[src/rtl/cpt_pkg.sv]
// Shared constants and helpers for the modulo up/down counter family.
package cpt_pkg;

  typedef enum logic {
    CPT_DIR_DOWN = 1'b0,
    CPT_DIR_UP   = 1'b1
  } cpt_dir_e;

  // Ceiling log2; used only at elaboration to validate counter parameters.
  function automatic int unsigned cpt_clog2(input int unsigned value);
    int unsigned result;
    result = 0;
    if (value > 1) begin
      for (int unsigned i = 0; i < 32; i++) begin
        if (((value - 1) >> i) != 0) result = i + 1;
      end
    end
    return result;
  endfunction

endpackage

[src/rtl/cpt_next_value.sv]
// Combinational next-count, wrap detection and load clamp for cpt_mod_updown.
module cpt_next_value
  import cpt_pkg::*;
#(
  parameter int WIDTH  = 4,
  parameter int MODULO = 10
) (
  input  logic [WIDTH-1:0] q_i,
  input  logic             up_i,
  input  logic [WIDTH-1:0] load_val_i,
  output logic [WIDTH-1:0] next_o,
  output logic             wrap_o,
  output logic [WIDTH-1:0] load_clamp_o
);

  // One extra bit so MODULO == 2**WIDTH is representable in the compare.
  localparam logic [WIDTH:0]   MOD_EXT = (WIDTH+1)'(MODULO);
  localparam logic [WIDTH-1:0] MAX_Q   = WIDTH'(MODULO - 1);

  logic [WIDTH:0] inc_ext;

  always_comb begin
    inc_ext      = {1'b0, q_i} + (WIDTH+1)'(1);
    next_o       = q_i;
    wrap_o       = 1'b0;
    load_clamp_o = ({1'b0, load_val_i} < MOD_EXT) ? load_val_i : MAX_Q;
    if (cpt_dir_e'(up_i) == CPT_DIR_UP) begin
      wrap_o = (inc_ext == MOD_EXT);
      next_o = wrap_o ? '0 : inc_ext[WIDTH-1:0];
    end else begin
      wrap_o = (q_i == '0);
      next_o = wrap_o ? MAX_Q : q_i - WIDTH'(1);
    end
  end

endmodule

[src/rtl/cpt_mod_updown.sv]
// Modulo-N up/down counter with preset, clamped load, terminal count and wrap pulse.
// Define CPT_MOD_UPDOWN_WRAPCNT_EN to build the saturating WrapCnt event counter.
module cpt_mod_updown
  import cpt_pkg::*;
#(
  parameter int WIDTH         = 4,
  parameter int MODULO        = 10,
  parameter int WRAPCNT_WIDTH = 8
) (
  input  logic             Clk,
  input  logic             nReset,
  input  logic             nSet,
  input  logic             Load,
  input  logic [WIDTH-1:0] LoadVal,
  input  logic             En,
  input  logic             Up,
  output logic [WIDTH-1:0] Q,
  output logic             Tc,
  output logic             Wrap
`ifdef CPT_MOD_UPDOWN_WRAPCNT_EN
  ,
  output logic [WRAPCNT_WIDTH-1:0] WrapCnt
`endif
);

  if (MODULO < 2 || cpt_clog2(MODULO) > WIDTH || WRAPCNT_WIDTH < 1) begin : g_param_check
    $error("cpt_mod_updown: MODULO must lie in 2..2**WIDTH and WRAPCNT_WIDTH >= 1");
  end

  localparam logic [WIDTH-1:0] MAX_Q = WIDTH'(MODULO - 1);

  logic [WIDTH-1:0] q_q, q_d;
  logic             wrap_q, wrap_d;
  logic [WIDTH-1:0] cnt_next;
  logic             cnt_wrap;
  logic [WIDTH-1:0] load_clamp;

  cpt_next_value #(
    .WIDTH  (WIDTH),
    .MODULO (MODULO)
  ) u_next (
    .q_i          (q_q),
    .up_i         (Up),
    .load_val_i   (LoadVal),
    .next_o       (cnt_next),
    .wrap_o       (cnt_wrap),
    .load_clamp_o (load_clamp)
  );

  // Only the counting branch may raise a wrap; preset and load never do.
  always_comb begin
    q_d    = q_q;
    wrap_d = 1'b0;
    if (!nSet) begin
      q_d = MAX_Q;
    end else if (Load) begin
      q_d = load_clamp;
    end else if (En) begin
      q_d    = cnt_next;
      wrap_d = cnt_wrap;
    end
  end

  always_ff @(posedge Clk or negedge nReset) begin
    if (!nReset) begin
      q_q    <= '0;
      wrap_q <= 1'b0;
    end else begin
      q_q    <= q_d;
      wrap_q <= wrap_d;
    end
  end

  assign Q    = q_q;
  assign Wrap = wrap_q;
  assign Tc   = En & cnt_wrap;

`ifdef CPT_MOD_UPDOWN_WRAPCNT_EN
  logic [WRAPCNT_WIDTH-1:0] wcnt_q, wcnt_d;

  always_comb begin
    wcnt_d = wcnt_q;
    if (wrap_d && (wcnt_q != '1)) wcnt_d = wcnt_q + WRAPCNT_WIDTH'(1);
  end

  always_ff @(posedge Clk or negedge nReset) begin
    if (!nReset) wcnt_q <= '0;
    else         wcnt_q <= wcnt_d;
  end

  assign WrapCnt = wcnt_q;
`endif

endmodule

[config.mk]
export PLATFORM = sky130hd
export DESIGN_NAME = cpt_mod_updown
export DESIGN_NICKNAME = d
export VERILOG_FILES = /design/src/rtl/cpt_pkg.sv /design/src/rtl/cpt_next_value.sv /design/src/rtl/cpt_mod_updown.sv
export SDC_FILE = /design/constraint.sdc
export NUM_CORES = 1
export LEC_CHECK = 0
export ABC_AREA = 1
export CAP_MARGIN = 25
export CORE_AREA = 2 2 39 41
export CTS_CLUSTER_SIZE = 30
export DETAILED_ROUTE_END_ITERATION = 10
export DIE_AREA = 0 0 41 43
export PLACE_DENSITY = 0.66
export SYNTH_ARGS = -nofsm -noshare
export SYNTH_HDL_FRONTEND = slang
export SYNTH_SLANG_ARGS = --single-unit
[constraint.sdc]
create_clock -name Clk -period 3.09 [get_ports Clk]
set_clock_uncertainty 0.2 [all_clocks]
set_input_delay 0.309 -clock Clk [delete_from_list [all_inputs] [get_ports Clk]]
set_output_delay 0.309 -clock Clk [all_outputs]
set_load 0.005 [all_outputs]
==> key figures <==
Run status
  • Status: complete, no violations

Die
  • Chip width: 41 µm
  • Rows: 14
  • Initial core utilization: 0.347
  • DIE AREA: 1760 µm²
  • Core ar.: 1380 µm²
  • Top Ports: 16
  • Die height: 43 µm

Timing
  • Slew margin rel.: 0.829
  • Final hold vios: 0
  • Tmin final: 2.54 ns
  • Slew at the pin with the worst max-slew slack: 0.256 ns
  • Final TNS setup: 0 ns
  • RSZ-0062 raised after global routing: false
  • Fmax: 393 MHz
  • Fin crit share: 0.823
  • Slew Viols, Final: 0
  • Setup-failing EPs final: 0
  • PnR worst setup slack: 0.546 ns
  • Min Hold Slack: 0.0785 ns

Yosys
  • Yosys warns: 0
  • Synth Instances: 74
  • Synth cell types: 18
  • Sequential element share of the synthesized area: 0.260
  • Cell taking the most area after synthesis: dfrtp_1
  • Syn_area_per_cell: 6.49 µm²
  • Post-Syn Area: 480 µm²
  • Synthesis-stage register bit count: 5
  • Syn nets: 87
  • Yosys top cell area share: 0.260
  • Top post-synthesis cells by area: dfrtp_1 (26%), nand2_1 (14%), ha_1 (7.8%)

Global routing
  • Largest net degree at the start of global routing: 9
  • Initial antenna violation count: 0
  • Grt ovf: 0
  • First-pass GRT wire length: 1.83 mm
  • GRT Util Overall: 0.152
  • Vias in the first global route: 456

Drt
  • Routed Antenna Nets: 0
  • Vias per std cell: 4.91
  • Drt drc: 0
  • Routed len/inst: 10.3 µm
  • DR iter-0 viols: 5
  • First-pass iteration count of the detailed router: 2
  • Via count: 535
  • Routed WL: 1.13 mm

Worst setup path
  • Reg2reg setup slack: 1.39 ns
  • Critical path's top delay family: buffers and inverters
  • Setup crit end kind: output pin
  • Arr. time, crit path: 2.03 ns
  • Largest stage delay on the critical path: 0.49 ns
  • Crit path cell chain: ha_1, inv_1, nand2_1, nand2_1, nor2_2, nand3_2, nand2_2, nand2_2, inv_1, clkdlybuf4s50_1
  • Reg2Reg Depth: 8
  • Worst r2r src: Q[0]
  • WP depth: 10
  • Worst setup path start: Q[0]
  • Critical path startpoint category: flip-flop
  • Setup crit end: Tc
  • Critical Path RT: 2.58 ns
  • Critical path class: reg -> out
  • Crit-path slowest cell: clkdlybuf4s50_1
  • Crit path buffers/inverters: 3
  • Crit Path Max Fanout: 8
  • Reg2Reg Capture Point: Q[2]

Clock tree
  • Gates resized, CTS repair: 0
  • Worst-path clk slew: 0.05 ns
  • Worst-Skew Late Latency: 0.25 ns
  • Clk sinks: 5
  • Number of buffers created by CTS: 3
  • CTS tree: done
  • CTS root buffer: clkbuf_4
  • CTS H-tree lvls: 1
  • Setup bufs post-CTS: 0
  • # hold bufs at CTS: 0
  • CTS Buffer Depth: 2

Hold path
  • Hold Path Class: in -> async

Placed design
  • Port Buffers: 15
  • HPWL after DPL: 918 µm
  • Place WS: 0.742 ns
  • Gp weighted congestion: 0.813

Run
  • Max-cap violations: 0

Power
  • Maximum vdd drop: 316 µV
  • Power density over the cells: 374 nW/µm²
  • Power, Total: 0.000253 W
  • Leakage power: 0.348 nW

Layout
  • Area delta synth->final: 40.9%
  • Fin nets: 107
  • Proportion of layout cells with a drive suffix above 1: 0.129
  • Fillers: 146
  • Diodes inserted: 0
## cell usage after synthesis, drive strengths merged
library cell  count
a21oi             5
nand3b            1
ha                3
nand3             8
o211a             1
nor3              1
dfrtp             5
or2               1
nand2            21
nand4             3
nor2             10
o21ai             3
xnor2             1
inv              11
## worst min-delay path by stage
stage	end	slack [ns]
after CTS	Q[1]	0.09
after floorplan	Q[0]	-0.19
after detailed placement	Wrap	0.35
after global placement	Wrap	0.34
final	Q[1]	0.08
after global routing	Q[0]	0.09
## cells by family (layout without fill, tap and decap cells)
| logic type | Yosys count | in the layout | synth area share |
|---|---|---|---|
| buffers and inverters | 11 | 30 | 0.0859 |
| adders and majority gates | 3 | 3 | 0.0781 |
| xor gates and xnor gates | 1 | 1 | 0.0182 |
| DFF | 5 | 5 | 0.260 |
| AOI/OAI and AO/OA | 9 | 9 | 0.104 |
| and+or+nand+nor | 45 | 45 | 0.453 |
## power by group
group / leakage (nW) / switching (W) / total, W / internal, W
sequential: 0.0609 / 0.00000953 / 0.0000807 / 0.0000712
clock: 0.0150 / 0.0000278 / 0.0000767 / 0.0000489
combinational: 0.272 / 0.0000493 / 0.0000959 / 0.0000467
## stage by stage
| stage | util | instances | area (µm²) |
|---|---|---|---|
| 2_1_floorplan | - | 74 | 480 |
| 3_3_place_gp | 0.470 | 105 | 651 |
| 3_5_place_dp | 0.470 | 105 | 651 |
| 4_1_cts | 0.489 | 109 | 677 |
| 5_1_grt | 0.489 | 109 | 677 |
| 6_report | 0.489 | 109 | 677 |
## registers in the layout, indices dropped and copies added, names as in the netlist
register  count
Q             4
Wrap          1
## layer usage
metal  track usage  up-vias  wire length [µm]
met5             0        -                 0
met2         0.234       19               539
li1              -      280                 -
met4        0.0200        0                 0
met1         0.199      236               526
met3        0.0628        0                63
## layout by cell type (no fill, tap or decap)
master	Yosys	final
nor2_2	1	1
inv_2	1	1
nand2_1	18	18
a21oi_1	5	5
dfrtp_1	5	5
nand3_1	7	7
nand3b_2	1	1
clkbuf_4	0	3
nor3_2	1	1
inv_1	10	10
o211a_1	1	1
xnor2_1	1	1
nand3_2	1	1
o21ai_0	3	3
nand4_1	3	3
or2_2	1	1
clkdlybuf4s50_1	0	15
nand2_2	3	3
clkbuf_1	0	1
ha_1	3	3
nor2_1	9	9
## cell type report
class / count / area, µm² / area share
multi-input combinational: 58 / 314 / 0.464
inverter: 11 / 41.3 / 0.0610
timing repair buffer: 15 / 150 / 0.222
clock buffer: 4 / 26.3 / 0.0388
sequential: 5 / 125 / 0.185
tap: 16 / 20.0 / 0.0296
No activity file was read; power rests on OpenSTA's default activity.
==> RTL change 1 (config.mk and constraints unchanged) <==
`WIDTH` is set to 4 in 2 places; all go to 5.
--- a/src/rtl/cpt_next_value.sv
+++ b/src/rtl/cpt_next_value.sv
@@ -3,5 +3,5 @@
   import cpt_pkg::*;
 #(
-  parameter int WIDTH  = 4,
+  parameter int WIDTH  = 5,
   parameter int MODULO = 10
 ) (
--- a/src/rtl/cpt_mod_updown.sv
+++ b/src/rtl/cpt_mod_updown.sv
@@ -4,5 +4,5 @@
   import cpt_pkg::*;
 #(
-  parameter int WIDTH         = 4,
+  parameter int WIDTH         = 5,
   parameter int MODULO        = 10,
   parameter int WRAPCNT_WIDTH = 8
Interface: changed (resized LoadVal and Q); port bits go from 16 to 18. No check against the original RTL was run, so the function may have changed too.
==> RTL change 1 against the original RTL <==
  * Setup slack got worse by 0.058 ns
  * Register-to-register slack worse by 0.05 ns
  * Power is 1.7% higher
  * Sequential cell count increased by 1
  * Cell area up 16%
  * Sequential share of layout area rose by 0.56 points
  * Routed wire length up 14%
  * Synthesized area grew 21%
  * Largest power group unchanged
==> RTL change 1: results <==
[place]
dp_hpwl_um = 1120
numPortBuffers = 17
place_congestion = 0.788

[logic_synthesis]
ys_top_cells_by_area = "dfrtp_1 (26%), nand2_1 (15%), inv_1 (7.1%)"
synth.yosys.seq_area_share_pct = 25.8
ys_async_sr_fraction_pct = 100
yosys.cell_types.count = 23
synth-xor-area-share_pct = 1.50
syn_nets = 103
synth_compound_area_share_pct = 12.4
synthAdderAreaFrac_pct = 6.44
synth_common_cells = "nand2_1 (24), inv_1 (11)"

[route]
drtPass1Iterations = 4
wl_um = 1290
drtIter0Drc = 7
drt-vias-per-instance = 5.09

[sta]
tightest_slew_ns = 0.353

[finish]
drive_gt1_share_pct = 16.7
largest_reg_flops = 5
fillers = 135
fin_nets = 124
insertedDiodeCount = 0

[global_route]
grt_usage_pct = 18.9
grt_pass1_vias = 600
global_route.usage.met2_pct = 30.9
met1_usage_pct = 23.9
met3_usage_pct = 4.71
grt_pass1_wl_um = 2300

[pwr]
p_leak_nw = 0.386

[outcome]
status = "completed"

[setup_path]
arrival_ns = 2.09
crit_fanout = 7
RTL change 1: changes by cell type in the layout (fill, tap and decap cells not counted), moves of 2 or more:
cell / unedited run / this run
nor2_1: 9 / 6
nor2_2: 1 / 6
clkdlybuf4s50_1: 15 / 17
nand2_1: 18 / 24
a21oi_1: 5 / 3
RTL change 1: final timing paths:
check                                  from                to  slack [ns]  cells past startpoint
min                                  nReset  Q[3]$_DFFE_PN0P_        0.10                      1
min reg2reg                Q[1]$_DFFE_PN0P_  Q[1]$_DFFE_PN0P_        0.41                      2
max reg2reg                Q[0]$_DFFE_PN0P_  Q[1]$_DFFE_PN0P_        1.34                     10
max in group asynchronous            nReset  Q[2]$_DFFE_PN0P_        2.38                      1
min in group Clk           Q[1]$_DFFE_PN0P_  Q[1]$_DFFE_PN0P_        0.41                      2
max                        Q[0]$_DFFE_PN0P_                Tc        0.49                     10
RTL change 1: cells by family after synthesis:
group / Yosys count
compound gates: 12
xor+xnor: 1
fa+ha+maj: 3
buf+inv: 14
flops: 6
simple gates: 53
RTL change 1: through the flow:
stage	power (mW)	setup WS (ns)	std cells	instance area [um^2]	hold slack [ns]
6_report	0.258	0.489	124	788	0.105
3_5_place_dp	0.192	0.719	121	766	0.360
3_3_place_gp	0.194	0.707	121	766	0.359
5_1_grt	0.283	0.327	124	788	0.109
4_1_cts	0.263	0.467	124	788	0.105
2_1_floorplan	0.152	1.37	89	583	-0.187
RTL change 1: worst register-to-register path, delay by kind of cell, from the launching register on:
kind	cells	cell delay (ns)
buffers and inverters	1	0.06
flip-flops	1	0.46
adder cells (fa/ha/maj)	1	0.29
AND/OR/NAND/NOR	8	0.62
RTL change 1: power breakdown:
part / internal, mW / switching (mW)
combinational: 0.0478 / 0.0478
clock: 0.0436 / 0.0235
sequential: 0.0841 / 0.0108
total: 0.176 / 0.0821
RTL change 1: per-layer routing:
metal	vias to the layer above	wire (um)
li1	330	-
met1	283	553
met2	18	689
met3	0	46
met4	0	0
met5	-	0
RTL change 1: area by class of cell:
| type | count | area, um^2 | area share [%] |
|---|---|---|---|
| Multi-Input combinational cell | 69 | 377 | 47.8 |
| Timing Repair Buffer | 17 | 170 | 21.6 |
| Tap cell | 16 | 20.0 | 2.54 |
| Clock buffer | 3 | 22.5 | 2.86 |
| Sequential cell | 6 | 150 | 19.0 |
| Inverter | 13 | 48.8 | 6.19 |
==> RTL change 2 (same flow settings) <==
Without the edit above. Register the inputs `nSet`, `Load`, `LoadVal`, `En` and `Up` before use. The logic sees them one clock later.
--- a/src/rtl/cpt_mod_updown.sv
+++ b/src/rtl/cpt_mod_updown.sv
@@ -24,4 +24,18 @@
 );
 
+  logic nSet_q;
+  logic Load_q;
+  logic [WIDTH-1:0] LoadVal_q;
+  logic En_q;
+  logic Up_q;
+
+  always_ff @(posedge Clk) begin
+    nSet_q    <= nSet;
+    Load_q    <= Load;
+    LoadVal_q <= LoadVal;
+    En_q      <= En;
+    Up_q      <= Up;
+  end
+
   if (MODULO < 2 || cpt_clog2(MODULO) > WIDTH || WRAPCNT_WIDTH < 1) begin : g_param_check
     $error("cpt_mod_updown: MODULO must lie in 2..2**WIDTH and WRAPCNT_WIDTH >= 1");
@@ -41,6 +55,6 @@
   ) u_next (
     .q_i          (q_q),
-    .up_i         (Up),
-    .load_val_i   (LoadVal),
+    .up_i         (Up_q),
+    .load_val_i   (LoadVal_q),
     .next_o       (cnt_next),
     .wrap_o       (cnt_wrap),
@@ -52,9 +66,9 @@
     q_d    = q_q;
     wrap_d = 1'b0;
-    if (!nSet) begin
+    if (!nSet_q) begin
       q_d = MAX_Q;
-    end else if (Load) begin
+    end else if (Load_q) begin
       q_d = load_clamp;
-    end else if (En) begin
+    end else if (En_q) begin
       q_d    = cnt_next;
       wrap_d = cnt_wrap;
@@ -74,5 +88,5 @@
   assign Q    = q_q;
   assign Wrap = wrap_q;
-  assign Tc   = En & cnt_wrap;
+  assign Tc   = En_q & cnt_wrap;
 
 `ifdef CPT_MOD_UPDOWN_WRAPCNT_EN
Formal check against the unedited RTL: not equivalent (Yosys sat finds a counterexample within 4 cycles, from zero or initial values and one cycle with nReset low).
==> RTL change 2 against the original RTL <==
  * Via count rose by 8.2%
  * Power grew 54%
  * Setup slack worse by 0.0070 ns
  * Sequential cell count rose by 8
  * Synthesized area increased by 34%
  * Cell area increased by 24%
  * Non-clock buffer count stayed put
  * Routed wire length up 14%
  * Highest routed layer is now met4
==> RTL change 2: results <==
[logic_synthesis]
syn_avg_cell_area_um2 = 7.60
ys_top_cells_by_area = "dfxtp_1 (25%), dfrtp_1 (19%), nand2_1 (12%)"
ys.flop_type = "dfxtp_1"
synth.yosys.seq_area_share_pct = 44.2
ys_async_sr_fraction_pct = 38.5
ys.warnings.count = 0
synth_most_common_cell = "nand2_1"
synth_common_cells = "nand2_1 (21), nor2_1 (11), inv_1 (10)"
yosys.cell_types.count = 20
syn_nets = 98
synth.top_cell.area_share_pct = 24.8

[place]
post-place-ws_ns = 0.829
numPortBuffers = 15
dp_hpwl_um = 999
placed_cells = 116
place_congestion = 0.826
placement.cell_area_um2 = 816

[setup_path]
reg2regPathDepth = 8
r2r_slack_ns = 1.37
slowest_delay_ns = 0.49
r2r_end = "Q[2]$_DFFE_PN0P_"
crit_family = "buffers and inverters"
crit_fanout = 8
arrival_ns = 2.04
path_class = "reg -> out"
crit_path_end = "Tc"
worst_path_max_delay_cell = "clkdlybuf4s50_1"
worst_r2r_startpoint = "Q[0]$_DFFE_PN0P_"

[sta]
slew_headroom_pct = 82.5
clock.fmax_mhz = 392

[finish]
fin_nets = 118
drive_gt1_share_pct = 11.5
insertedDiodeCount = 0
fillers = 138

[route]
wl_per_cell_um = 10.7
drtPass1Iterations = 3
wl_um = 1280
drt-vias-per-instance = 4.83

[clock_tree]
h-tree-depth = 1
cts_resized = 0
post_cts_buffers = 0
insertion_delay_ns = 0.27
cts_buffers = 3
root_buffer = "clkbuf_4"
clkTransAtPathRegs_ns = 0.08
clockBufferDepth = 2

[pwr]
p_leak_nw = 0.417
ir_drop_v = 0.000280

[outcome]
status = "completed"

[global_route]
grt_usage_pct = 17.9
grt_pass1_wl_um = 2110
grt_pass1_vias = 537
antenna_found_initial = 0
grt_max_degree = 9

[worst_hold_path]
hold_class = "in -> async"
RTL change 2: final cells by class:
cell class / instances / area [um^2] / share of cell area [%]
inverter: 11 / 41.3 / 4.90
clock buffer: 4 / 26.3 / 3.12
tap: 16 / 20.0 / 2.38
sequential: 13 / 285 / 33.9
timing repair buffer: 15 / 150 / 17.8
multi-input combinational: 61 / 319 / 37.9
RTL change 2: layer usage:
layer / GRT usage (%) / part of all wire, % / up-vias
li1: - / - / 309
met1: 19.1 / 44 / 256
met2: 31.6 / 52 / 12
met3: 1.57 / 3.0 / 2
met4: 10.0 / 0.94 / 0
met5: 0 / 0 / -
RTL change 2: kinds of logic after synthesis:
| family | count (synthesis) | share of synthesized area [%] |
|---|---|---|
| buffers and inverters | 11 | 6.40 |
| flip-flops | 13 | 44.2 |
| AND/OR/NAND/NOR | 46 | 33.1 |
| adder cells (fa/ha/maj) | 3 | 5.81 |
| XOR/XNOR | 1 | 1.36 |
| AO/OA/AOI/OAI | 11 | 9.11 |
RTL change 2: power breakdown:
group | switching [mW] | total (mW) | internal [mW]
logic | 0.0461 | 0.0932 | 0.0471
clock network | 0.0515 | 0.101 | 0.0499
registers | 0.0153 | 0.195 | 0.180
total | 0.113 | 0.389 | 0.276
RTL change 2: worst min path at each step:
| stage | endpoint | slack [ns] | depth (start not counted) |
|---|---|---|---|
| after floorplan | Q[0]$_DFFE_PN0P_ | -0.19 | 0 |
| after global placement | Wrap$_DFF_PN0_ | 0.25 | 2 |
| after detailed placement | Wrap$_DFF_PN0_ | 0.25 | 2 |
| after CTS | Q[0]$_DFFE_PN0P_ | 0.07 | 1 |
| after global routing | Q[0]$_DFFE_PN0P_ | 0.07 | 1 |
| final | Q[0]$_DFFE_PN0P_ | 0.07 | 1 |
